--- config.mk ---
export PLATFORM = sky130hd
export DESIGN_NAME = spi_pixel_buffer
export DESIGN_NICKNAME = d
export VERILOG_FILES = /design/src/rtl/spi_pkg.sv /design/src/rtl/onehot_encoder.sv /design/src/rtl/spi_pixel_buffer.sv
export SDC_FILE = /design/constraint.sdc
export NUM_CORES = 1
export LEC_CHECK = 0
export ABC_AREA = 0
export ABC_CLOCK_PERIOD_IN_PS = 4100
export BUFFER_PORTS_ARGS = -buffer_cell sky130_fd_sc_hd__clkbuf_2
export CAP_MARGIN = 5
export CELL_PAD_IN_SITES_DETAIL_PLACEMENT = 1
export CELL_PAD_IN_SITES_GLOBAL_PLACEMENT = 2
export CORE_MARGIN = 3
export CORE_UTILIZATION = 30
export DETAILED_ROUTE_END_ITERATION = 10
export MAX_ROUTING_LAYER = met4
export PLACE_DENSITY = 0.61
export SLEW_MARGIN = 20
export SYNTH_ARGS = -nofsm -noshare
export SYNTH_HDL_FRONTEND = slang
export SYNTH_SLANG_ARGS = --single-unit
export TNS_END_PERCENT = 20
--- constraint.sdc ---
create_clock -name clk -period 4.1 [get_ports clk]
set_clock_uncertainty 0.05 [all_clocks]
set_input_delay 0.41 -clock clk [delete_from_list [all_inputs] [get_ports clk]]
set_output_delay 0.41 -clock clk [all_outputs]
set_load 0.02 [all_outputs]
--- src/rtl/spi_pkg.sv ---
// Shared types and constants for the SPI pixel buffer.
package spi_pkg;

  // Image buffer occupancy.
  typedef enum logic [1:0] {
    IDLE,
    FILL,
    FULL
  } buf_state_e;

  localparam int unsigned NUM_PIXEL_BYTES = 72;
  localparam int unsigned LABEL_W         = 10;
  localparam logic [3:0]  LABEL_INVALID   = 4'hF;

endpackage

--- src/rtl/onehot_encoder.sv ---
// Combinational one-hot to binary encoder; flags inputs that are not exactly one-hot.
module onehot_encoder #(
  parameter int unsigned LABEL_W = spi_pkg::LABEL_W
) (
  input  logic [LABEL_W-1:0] onehot,
  output logic [3:0]         idx,
  output logic               valid
);
  import spi_pkg::*;

  logic [4:0] ones;
  logic [3:0] pos;

  // Count set bits and remember the position of the last one seen.
  always_comb begin
    ones = '0;
    pos  = '0;
    for (int i = 0; i < int'(LABEL_W); i++) begin
      if (onehot[i]) begin
        ones = ones + 5'd1;
        pos  = 4'(i);
      end
    end
    valid = (ones == 5'd1);
    idx   = valid ? pos : LABEL_INVALID;
  end

endmodule

--- src/rtl/spi_pixel_buffer.sv ---
// Frame buffer for SPI pixel bytes plus expected-label latch for the cost unit.
module spi_pixel_buffer #(
  parameter int unsigned NUM_BYTES = spi_pkg::NUM_PIXEL_BYTES,
  parameter int unsigned DATA_W    = 8,
  parameter int unsigned ADDR_W    = 7,
  parameter int unsigned LABEL_W   = spi_pkg::LABEL_W
) (
  input  logic               clk,
  input  logic               n_rst,
  input  logic               shift_SPI,
  input  logic [DATA_W-1:0]  SPI_in,
  input  logic               write_en,
  input  logic               calculate_cost,
  input  logic [LABEL_W-1:0] expected_label,
  input  logic               image_consumed,
  input  logic               cost_ack,
  input  logic               clear_err,
  input  logic [ADDR_W-1:0]  rd_addr,
  output logic [DATA_W-1:0]  rd_data,
  output logic               image_ready,
  output logic [ADDR_W-1:0]  byte_count,
  output logic               label_valid,
  output logic [3:0]         label_idx,
  output logic               overflow_err,
  output logic               frame_err,
  output logic               label_err
);
  import spi_pkg::*;

  localparam logic [ADDR_W-1:0] LastIdx = ADDR_W'(NUM_BYTES - 1);

  buf_state_e        state_q, state_d;
  logic [ADDR_W-1:0] count_q, count_d;
  logic              frame_err_q, frame_err_d;
  logic              overflow_q, overflow_d;
  logic              label_valid_q, label_valid_d;
  logic [3:0]        label_idx_q, label_idx_d;
  logic              label_err_q, label_err_d;
  logic              wr;
  logic              mem_we;
  logic [3:0]        enc_idx;
  logic              enc_valid;

  logic [DATA_W-1:0] mem [NUM_BYTES];

  assign wr     = shift_SPI & write_en;
  // The pointer equals the next free slot in IDLE/FILL; FULL freezes the buffer.
  assign mem_we = wr & (state_q != FULL);

  onehot_encoder #(
    .LABEL_W (LABEL_W)
  ) u_encoder (
    .onehot (expected_label),
    .idx    (enc_idx),
    .valid  (enc_valid)
  );

  // Buffer storage: no reset, contents survive frame errors and resets.
  always_ff @(posedge clk) begin
    if (mem_we) begin
      mem[count_q] <= SPI_in;
    end
  end

  // Read-before-write: same-cycle write is not forwarded. Out-of-range reads give 0.
  assign rd_data = ({1'b0, rd_addr} < (ADDR_W + 1)'(NUM_BYTES)) ? mem[rd_addr] : '0;

  // Frame FSM next state, pointer and frame error pulse.
  always_comb begin
    state_d     = state_q;
    count_d     = count_q;
    frame_err_d = 1'b0;
    unique case (state_q)
      IDLE: begin
        if (wr) begin
          count_d = ADDR_W'(1);
          state_d = FILL;
        end
      end
      FILL: begin
        if (wr) begin
          count_d = count_q + ADDR_W'(1);
          if (count_q == LastIdx) begin
            state_d = FULL;
          end
        end else if (!write_en) begin
          frame_err_d = 1'b1;
          count_d     = '0;
          state_d     = IDLE;
        end
      end
      FULL: begin
        if (image_consumed) begin
          count_d = '0;
          state_d = IDLE;
        end
      end
      default: begin
        count_d = '0;
        state_d = IDLE;
      end
    endcase
  end

  // Label latch and sticky error flags; a new error beats a simultaneous clear.
  always_comb begin
    label_valid_d = label_valid_q;
    label_idx_d   = label_idx_q;
    if (calculate_cost) begin
      label_valid_d = 1'b1;
      label_idx_d   = enc_idx;
    end else if (cost_ack) begin
      label_valid_d = 1'b0;
    end
    overflow_d  = (wr & (state_q == FULL)) | (overflow_q & ~clear_err);
    label_err_d = (calculate_cost & ~enc_valid) | (label_err_q & ~clear_err);
  end

  // State registers.
  always_ff @(posedge clk or negedge n_rst) begin
    if (!n_rst) begin
      state_q       <= IDLE;
      count_q       <= '0;
      frame_err_q   <= 1'b0;
      overflow_q    <= 1'b0;
      label_valid_q <= 1'b0;
      label_idx_q   <= '0;
      label_err_q   <= 1'b0;
    end else begin
      state_q       <= state_d;
      count_q       <= count_d;
      frame_err_q   <= frame_err_d;
      overflow_q    <= overflow_d;
      label_valid_q <= label_valid_d;
      label_idx_q   <= label_idx_d;
      label_err_q   <= label_err_d;
    end
  end

  assign image_ready  = (state_q == FULL);
  assign byte_count   = count_q;
  assign frame_err    = frame_err_q;
  assign overflow_err = overflow_q;
  assign label_valid  = label_valid_q;
  assign label_idx    = label_idx_q;
  assign label_err    = label_err_q;

endmodule

; ---- After elaboration in Yosys (flattened, before gate mapping)
; Memories as Yosys holds them, arrays and structs flattened.
; Cells that the tools add are included.
[totals]
register_bits = 17
ramBits = 576
in_bits = 33
output_inout_bits = 24
wordCells = 81
n_memories = 1
[mem_list]
columns = name, words, word_bits, rd, rd_clocked_by_memory_dff, wr, line_no
row1 = mem, 72, 8, 1, 0, 1, spi_pixel_buffer.sv:44  ; logic [DATA_W-1:0] mem [NUM_BYTES];
[op_classes]
add_sub_neg = 10
n_lt_le_gt_ge = 1
n_eq_ne = 9
mux = 39
bitwise_logic = 10
reduce_logical = 4
[ops]
columns = op, count
row1 = two-way mux 5 bit, 9
row2 = adder 5 x 1 -> 5 bit (second input constant), 8
row3 = two-way mux 7 bit, 4
row4 = case mux 7 bit (3 select lines), 1
row5 = two-way mux 2 bit, 7
row6 = two-way mux 3 bit, 4
row7 = two-way mux 4 bit, 3
row8 = two-way mux 1 bit, 9
row9 = two-way mux 8 bit, 1
row10 = adder 7 x 1 -> 7 bit (second input constant), 1
row11 = == test 7 bit (second input constant), 1
row12 = < comparator 7 bit (second input constant), 1
row13 = AND 1 bit, 6
row14 = inequality test 2 bit (second input constant), 3
row15 = inequality test 3 bit (second input constant), 2
row16 = case mux 2 bit (3 select lines), 1
row17 = == test 5 x 1 -> 1 bit (second input constant), 1
row18 = AND reduction 4 bit, 1
row19 = AND reduction 3 bit, 1
row20 = adder 1 x 1 -> 2 bit (second input constant), 1
row21 = == test 2 x 1 -> 1 bit (second input constant), 1
row22 = == test 2 bit (second input constant), 1
row23 = logical NOT 2 bit, 1
row24 = inverter 1 bit, 2
row25 = 2 further kinds, 3

; ---- Logic depth before layout (Yosys ltp)
; Gate-level depths: netlist (run 1).
[depth]
depth_word = 23
depth_mapped = 30
mapped_depth_nobuf = 30

; ---- By module
; Synthesis (run 1) repeated with hierarchy kept, for this count alone.
[unflattened]
hier_cells = 1253
hier_area_um2 = 24278.3
[modules_own_cells]
columns = mod, n_inst, cells_each, area_each_um2, seq_area_each_um2
row1 = spi_pixel_buffer, 1, 1125, 23321.1, 17722.0
row2 = onehot_encoder, 1, 128, 957.2, 0.0

; ---- Worst setup path after synthesis (run 1)
; No wires, ideal clock.
[synth_timing]
path_type = input port to flip-flop
from = input expected_label[0]
to = register label_err_q, in the netlist label_err
setup_time_ns = 0.141
t_arrival_ns = 5.492
required_ns = 3.909
path_slack_ns = -1.583
cell_stages = 28
path_buffers = 0
path_cell_list = ha_1 -> nor2b_1 -> or2_2 -> ha_1 -> or2b_1 -> o21ai_0 -> inv_1 -> ha_1 -> nand2_1 -> o21ai_0 -> ha_1 -> nand2_1 -> o21a_1 -> nand2_1 -> ha_1 -> nand2b_1 -> o21a_1 -> ha_1 -> mux2i_1 -> a31oi_1 -> ha_1 -> mux2_2 -> ha_1 -> and3b_1 -> o21a_1 -> o21ai_1 -> a211oi_2 -> o22ai_1
[synth_via]
elab_chain_cells = 23
[synth_lines]
columns = item, line_no
row1 = "start, declared", spi_pixel_buffer.sv:14  ; input logic [LABEL_W-1:0] expected_label,
row2 = two-way mux 1 bit *, onehot_encoder.sv:19  ; if (onehot[i]) begin
row3 = adder 1 x 1 -> 2 bit, onehot_encoder.sv:20  ; ones = ones + 5'd1;
row4 = two-way mux 5 bit *, onehot_encoder.sv:19
row5 = adder 5 x 1 -> 5 bit, onehot_encoder.sv:20
row6 = two-way mux 5 bit *, onehot_encoder.sv:19
row7 = adder 5 x 1 -> 5 bit, onehot_encoder.sv:20
row8 = two-way mux 5 bit *, onehot_encoder.sv:19
row9 = adder 5 x 1 -> 5 bit, onehot_encoder.sv:20
row10 = (+8 left out), -
row11 = two-way mux 5 bit *, onehot_encoder.sv:19
row12 = adder 5 x 1 -> 5 bit, onehot_encoder.sv:20
row13 = two-way mux 5 bit *, onehot_encoder.sv:19
row14 = == test 5 x 1 -> 1 bit *, onehot_encoder.sv:24  ; valid = (ones == 5'd1);
row15 = inverter 1 bit *, spi_pixel_buffer.sv:116  ; label_err_d = (calculate_cost & ~enc_valid) | (label_err_q & ~clear_err);
row16 = AND 1 bit *, spi_pixel_buffer.sv:116
row17 = OR 1 bit *, spi_pixel_buffer.sv:116
row18 = via label_err_d, spi_pixel_buffer.sv:38  ; logic label_err_q, label_err_d;
row19 = "end signal, assigned", spi_pixel_buffer.sv:136  ; label_err_q <= label_err_d;
row20 = "end, declared", spi_pixel_buffer.sv:38
; The timed path passes the listed nets; every way through them passes the cells marked *.
; A chain may end at the register's enable or synchronous reset.

; ---- Worst setup path after layout (run 1)
[layout_timing]
from = input expected_label[1]
to = register label_idx_q[3], in the netlist label_idx[3]
[layout_via]
elab_chain_cells = 19
[layout_lines]
columns = item, line_no
row1 = two-way mux 5 bit *, onehot_encoder.sv:19
row2 = adder 5 x 1 -> 5 bit, onehot_encoder.sv:20
row3 = two-way mux 5 bit *, onehot_encoder.sv:19
row4 = adder 5 x 1 -> 5 bit, onehot_encoder.sv:20
row5 = two-way mux 5 bit *, onehot_encoder.sv:19
row6 = adder 5 x 1 -> 5 bit, onehot_encoder.sv:20
row7 = two-way mux 5 bit *, onehot_encoder.sv:19
row8 = adder 5 x 1 -> 5 bit, onehot_encoder.sv:20
row9 = (+3 left out), -
row10 = adder 5 x 1 -> 5 bit, onehot_encoder.sv:20
row11 = two-way mux 5 bit *, onehot_encoder.sv:19
row12 = adder 5 x 1 -> 5 bit, onehot_encoder.sv:20
row13 = two-way mux 5 bit *, onehot_encoder.sv:19
row14 = adder 5 x 1 -> 5 bit, onehot_encoder.sv:20
row15 = two-way mux 5 bit *, onehot_encoder.sv:19
row16 = == test 5 x 1 -> 1 bit *, onehot_encoder.sv:24
row17 = two-way mux 4 bit *, onehot_encoder.sv:25  ; idx = valid ? pos : LABEL_INVALID;
row18 = "end signal, assigned", spi_pixel_buffer.sv:135  ; label_idx_q <= label_idx_d;
row19 = "end, declared", spi_pixel_buffer.sv:37  ; logic [3:0] label_idx_q, label_idx_d;
; Every way passes the cells marked *; elsewhere a longest branch is shown, timed or not.

==> run summary, run 1 <==
Clk Latency, worst-skew pair: 590 ps
Finished Layout Cells: 2401
DRT Pass-1 Iters: 5
Crit path arrival time: 5190 ps
Synth area leaders: edfxtp_1 (72%), mux4_2 (16%), dfrtp_1 (1.8%), nor2_1 (1.5%), mux2i_1 (0.58%)
synthesized area per cell: 20.9 um2
synth unique cells: 64
count of flip-flops with a built-in enable after synthesis: 576
highest clock rate: 209 MHz
die span in x: 289 um
Multi-input gate area: 6090 um2
Slew @ Worst Pin: 1070 ps
hpwl dp: 38700 um
Hold Crit Start: write_en
# IOs: 57
Slew headroom: 28.1%
crit path from: expected_label[1]
Iter 0 DRT Violations: 666
Root Driver: clkbuf_16
CTS buffer count: 66
reg2reg start: byte_count[0]
Clock Pin Slew Worst Setup and Hold Paths: 60 ps
met3 Use GR: 2.25%
Max-cap violations: 0
Clock Tree Buf Depth: 3
share of cells above drive strength 1: 33.4%
initial antenna violation count: 1
Hold WC Path Type: in2reg
M1 GR Usage: 19.5%
Synth top area share: 72.0%
sequential cell area: 17700 um2
Min Clock Period, post-route: 4780 ps
worst path required time: 4500 ps
total gr overflow: 0
post-layout net count: 1341
CP Launch Type: input pin
Row Count: 103
Total Die Area: 83500 um2
sequential fraction of the synthesis area: 73.7%
final wirelength: 59300 um
gr usage total: 14.9%
wire per inst: 24.7 um
filler instances: 7821
PD cells: 485 nW/um2
Leak: 9.01 nW
placed cell areas: 26100 um2
H-tree depth: 3
Worst VDD drop: 0.235 mV
area leader, netlist: edfxtp_1
first-pass GRT wire length: 88200 um
Final Hold Viols: 0
Seq cells post-synth: 593
Post-Synthesis Cell Area: 24000 um2
Mapped Cells: 1150
violated checks: negative setup slack
post-route setup slack: -685 ps
status: finished, violations left
GP Congestion: 0.733
Mapped Nets: 1193
core area: 79100 um2
critical path fanouts, max: 5
met2 usage: 24.5%
Async S/R FF share, synth: 2.87%
CP max stage cell: ha_1
busiest grt layer: met2
Die Span Y: 289 um
Critical Path Sink Type: register
ys flop type: edfxtp_1
unrepaired setup endpoints after global routing: yes
cell mode on critical path: ha_4
Detail Route Antenna Nets: 0
port bufs: 56
Ys Warns: 0
placed insts: 2268
CTS Sinks: 593
endpoints failing setup: 5
Initial Util: 30.4%
Pins Over Slew Limit: 0
routed vias/inst: 4.83
CTS tree: done
via count: 11600
Largest stage delay, worst path: 290 ps
Syn-to-layout area delta: 17.9%
DRC: 0
number of global-route vias before repair: 12600
final worst-path cycle share: 117%
largest net degree at the start of global routing: 51
post-layout instance area: 28300 um2
WS Path Type: in2reg
==> power by group <==
part,internal [W],switching (W)
combinational,0.000602,0.000748
clock,0.00325,0.00237
sequential,0.00671,0.0000541
total,0.0106,0.00318
==> final timing paths <==
kind,to,slack [ps],depth (start not counted)
setup reg to reg,mem[35][4],1120,4
min in group asynchronous,label_idx[2],250,2
hold / removal,frame_err,50,2
setup / recovery,label_idx[3],-680,29
max in group asynchronous,byte_count[0],3420,2
hold reg to reg,label_valid,490,2
==> cell usage after synthesis, types with 6 or more instances <==
| cell type | count |
|---|---|
| nand3_1 | 14 |
| nor2_1 | 95 |
| xor2_1 | 10 |
| o22ai_1 | 6 |
| dfrtp_1 | 17 |
| nor2b_1 | 8 |
| clkbuf_1 | 29 |
| nand2b_1 | 8 |
| ha_1 | 10 |
| or3_1 | 10 |
| nand2_1 | 23 |
| buf_6 | 7 |
| mux2_2 | 9 |
| buf_2 | 19 |
| mux4_2 | 176 |
| mux2i_1 | 14 |
| inv_1 | 15 |
| o21ai_0 | 10 |
| a21oi_1 | 11 |
| edfxtp_1 | 576 |
==> state kept, by name, indices dropped and copies added (netlist names) <==
name and count:
mem 576, byte_count 7, label_idx 4, state_q 2, frame_err 1, label_err 1
label_valid 1, overflow_err 1
==> worst max-delay path: cells and delay by family <==
kind	cells	cell delay, ps
adder cells (fa/ha/maj)	8	1920
AO/OA/AOI/OAI	9	1200
multiplexers	2	340
AND/OR/NAND/NOR	8	1140
buffers and inverters	2	160
==> per-stage QoR <==
stage | setup WS (ps) | utilization [%] | TNS (ps) | hold slack [ps] | power [W]
2_1_floorplan | -1190 | - | -5930 | 64.4 | 0.00765
3_3_place_gp | -1520 | 33.0 | -7530 | 328 | 0.00816
3_5_place_dp | -1650 | 33.0 | -8190 | 340 | 0.00819
4_1_cts | -834 | 35.7 | -4050 | 14.6 | 0.0139
5_1_grt | -976 | 35.8 | -4790 | 46.9 | 0.0143
6_report | -685 | 35.8 | -3350 | 47.8 | 0.0137
==> area by class of cell <==
cell class	instances	share of cell area [%]
Timing Repair Buffer	143	3.90
Multi-Input combinational cell	479	21.5
Clock inverter	36	1.01
Antenna cell	1	0.00883
Tap cell	1050	4.64
Sequential cell	593	62.5
Clock buffer	84	6.22
Inverter	15	0.208
==> placed cells by master (no fill, tap or decap), types with 5 or more instances in the layout <==
cell and n:
nor2b_1 7, nand2_1 21, nor2_1 94, clkbuf_2 50
o22ai_1 5, mux4_2 176, clkbuf_16 68, o21ai_1 5
mux2_2 8, buf_4 75, inv_1 12, buf_12 10
edfxtp_1 576, mux2i_1 14, clkinv_2 8, clkinv_1 16
a21oi_1 11, nand3_1 14, ha_4 6, clkbuf_1 16
o21ai_0 8, xor2_1 9, or3_1 10, nand2b_1 7
dfrtp_1 17
==> per-layer routing <==
metal | part of all wire, % | wire length, um
met4 | 2.0 | 1200
met1 | 44 | 26100
met2 | 51 | 30000
met3 | 3.4 | 2030
met5 | 0 | 0
==> logic make-up (layout without fill, tap and decap cells) <==
kind of cell | count (synthesis) | in the layout | synth area share, %
AO/OA/AOI/OAI | 64 | 64 | 1.82
XOR/XNOR | 21 | 21 | 1.17
adder cells (fa/ha/maj) | 11 | 11 | 0.567
buffers and inverters | 78 | 278 | 1.58
flip-flops | 593 | 593 | 73.7
multiplexers | 199 | 199 | 17.5
other | 0 | 1 | 0
AND/OR/NAND/NOR | 184 | 184 | 3.62
==> repair_timing <==
item                                    CTS  global route
buffers inserted                          8             2
pin swaps                                 5            15
endpoints found under the hold margin    20             0
hold buffers                              3             0
resized for setup                         3            19
endpoints found under the setup margin    5             5
(Power assumes the default switching activity.)
==> run 2: changes to the inputs <==
- CORE_UTILIZATION: 30 -> 47
- PLACE_DENSITY: 0.61 -> 0.85
==> run 2 against run 1 <==
The run still ends with negative setup slack left. Sequential power barely moved. Clock-buffer cell count fell by 20. Hold slack improved by 7.8 ps. Setup slack got worse by 59 ps. Sequential share of layout area rose by 1.7 points. Via count rose by 2.9%. Critical path depth rose by 1. Wire length fell by 3.9%. Combinational power barely moved. Final cell count fell by 17%.
==> run summary, run 2 (synthesized netlist as in run 1, its figures left out) <==
placed insts: 1879 (-17%)
H-tree depth: 2 (-1)
largest net degree at the start of global routing: 72 (+41%)
Top reg by flops: mem
Max-cap violations: 0 (unchanged)
CTS Sinks: 593 (unchanged)
Clk Latency, worst-skew pair: 630 ps (+40 ps)
Iter 0 DRT Violations: 1347 (+100%)
first-pass GRT wire length: 85300 um (-3.2%)
Pins Over Slew Limit: 0 (unchanged)
CTS tree: done
PD cells: 484 nW/um2 (-0.13%)
Largest stage delay, worst path: 290 ps (about the same)
Int Power: 0.0103 W (-2.8%)
Clock Tree Buf Depth: 3 (unchanged)
Initial Util: 47.7% (+17 points)
Critical Path Sink Type: register
# IOs: 57 (unchanged)
violated checks: negative setup slack
DRT Pass-1 Iters: 5 (unchanged)
P_sw: 0.00308 W (-3.0%)
Crit path arrival time: 5330 ps (+140 ps)
Clock Pin Slew Worst Setup and Hold Paths: 60 ps (about the same)
routed vias/inst: 5.96 (+23%)
total gr overflow: 0 (unchanged)
Detail Route Antenna Nets: 0 (unchanged)
Root Driver: clkbuf_16
hpwl dp: 36400 um (-6.0%)
endpoints failing setup: 5 (unchanged)
core area: 50400 um2 (-36%)
worst path required time: 4580 ps (+80 ps)
Largest register FFs: 576 (unchanged)
Row Count: 82 (-20%)
Worst VDD drop: 0.318 mV (+35%)
DRC: 0 (unchanged)
number of global-route vias before repair: 12600 (-0.43%)
post-layout net count: 1325 (-1.2%)
initial antenna violation count: 0 (-1)
commonest non-fill, non-tap cell in the layout: edfxtp_1
WS Path Type: in2reg
Min Clock Period, post-route: 4840 ps (+59.3 ps)
wire per inst: 28.5 um (+15%)
Finished Layout Cells: 2001 (-17%)
Leak: 8.89 nW (-1.3%)
Die Span Y: 232 um (-20%)
Total Die Area: 53900 um2 (-35%)
final worst-path cycle share: 118% (+1.4 points)
filler instances: 4358 (-44%)
hold_ws: 55.6 ps (+7.77 ps)
Final Hold Viols: 0 (unchanged)
CTS buffer count: 59 (-11%)
sequential share of power: 50.7% (+1.5 points)
ANT cells: 0 (-1)
critical path fanouts, max: 5 (unchanged)
final wirelength: 57000 um (-3.9%)
Slew @ Worst Pin: 1120 ps (+43.3 ps)
Syn-to-layout area delta: 14.7%
clock power share: 39.1% (-1.8 points)
CP Launch Type: input pin
gr usage total: 22.4% (+7.4 points)
Comb pwr share: 10.2% (+0.4 points)
most frequent cells in the layout: edfxtp_1 (576), mux4_2 (176), nor2_1 (95)
unrepaired setup endpoints after global routing: yes
highest clock rate: 206 MHz (-1.2%)
status: finished, violations left
Slew headroom: 25.2% (-2.9 points)
post-route setup slack: -744 ps (-59.3 ps)
Switching Fraction: 23.1% (-0.042 points)
CP max stage cell: ha_1
via count: 11900 (+2.9%)
Hold WC Path Type: in2reg
share of cells above drive strength 1: 33.0% (-0.38 points)
cell mode on critical path: ha_4
port bufs: 56 (unchanged)
die span in x: 232 um (-20%)
GP Congestion: 0.814 (+11%)
run 2: worst paths after layout:
path,depth (start not counted),startpoint,to,slack [ps]
min in group asynchronous,2,n_rst,byte_count[4],230
worst min register to register,2,label_valid,label_valid,490
worst max register to register,4,byte_count[0],mem[51][4],1060
worst min-delay path,3,image_consumed,state_q[1],60
worst max-delay path,30,expected_label[1],label_idx[0],-740
max in group asynchronous,2,n_rst,byte_count[1],3440
run 2: metal layers:
metal | track usage (%) | wire length (um)
met1 | 30.5 | 23700
met2 | 36.5 | 28900
met3 | 3.80 | 3490
met4 | 4.18 | 890
met5 | - | 0
run 2: what timing repair did:
action | in CTS | in global routing
setup buffers | 6 | 3
hold endpoints to repair | 22 | 0
hold buffers | 6 | 0
pin swaps | 13 | 10
resized for setup | 8 | 8
setup endpoints to repair | 5 | 5
run 2: worst max-delay path: cells and delay by family:
kind	cells	cell delay [ps]
buffers and inverters	3	340
muxes	2	330
AOI/OAI and AO/OA	9	1140
and+or+nand+nor	8	1120
adders and majority gates	8	1970
run 2: through the flow:
step	TNS, ps	setup slack, ps	util, %	cell area [um2]	total power, W
2_1_floorplan	-5930	-1190	-	24100	0.00765
3_3_place_gp	-7050	-1420	50.6	25500	0.00809
3_5_place_dp	-8030	-1630	50.6	25500	0.00816
4_1_cts	-3670	-761	54.6	27500	0.0134
5_1_grt	-4660	-973	54.7	27600	0.0138
6_report	-3450	-744	54.7	27600	0.0134
run 2: cell type report:
type	count	area (um2)	area share, %
flip-flops and latches	593	17700	64.3
multi-input cells	479	6090	22.1
inverters	15	56.3	0.204
repair buffers	134	996	3.61
clock buffers	64	1500	5.42
well taps	672	841	3.05
clock inverters	44	364	1.32
run 2: power groups by stage:
stage               sequential [W]  clock, W  combinational, W
floorplan                  0.00690         0          0.000743
global placement           0.00689         0           0.00120
detailed placement         0.00689         0           0.00126
CTS                        0.00677   0.00530           0.00132
global route               0.00677   0.00554           0.00147
finish                     0.00677   0.00523           0.00136
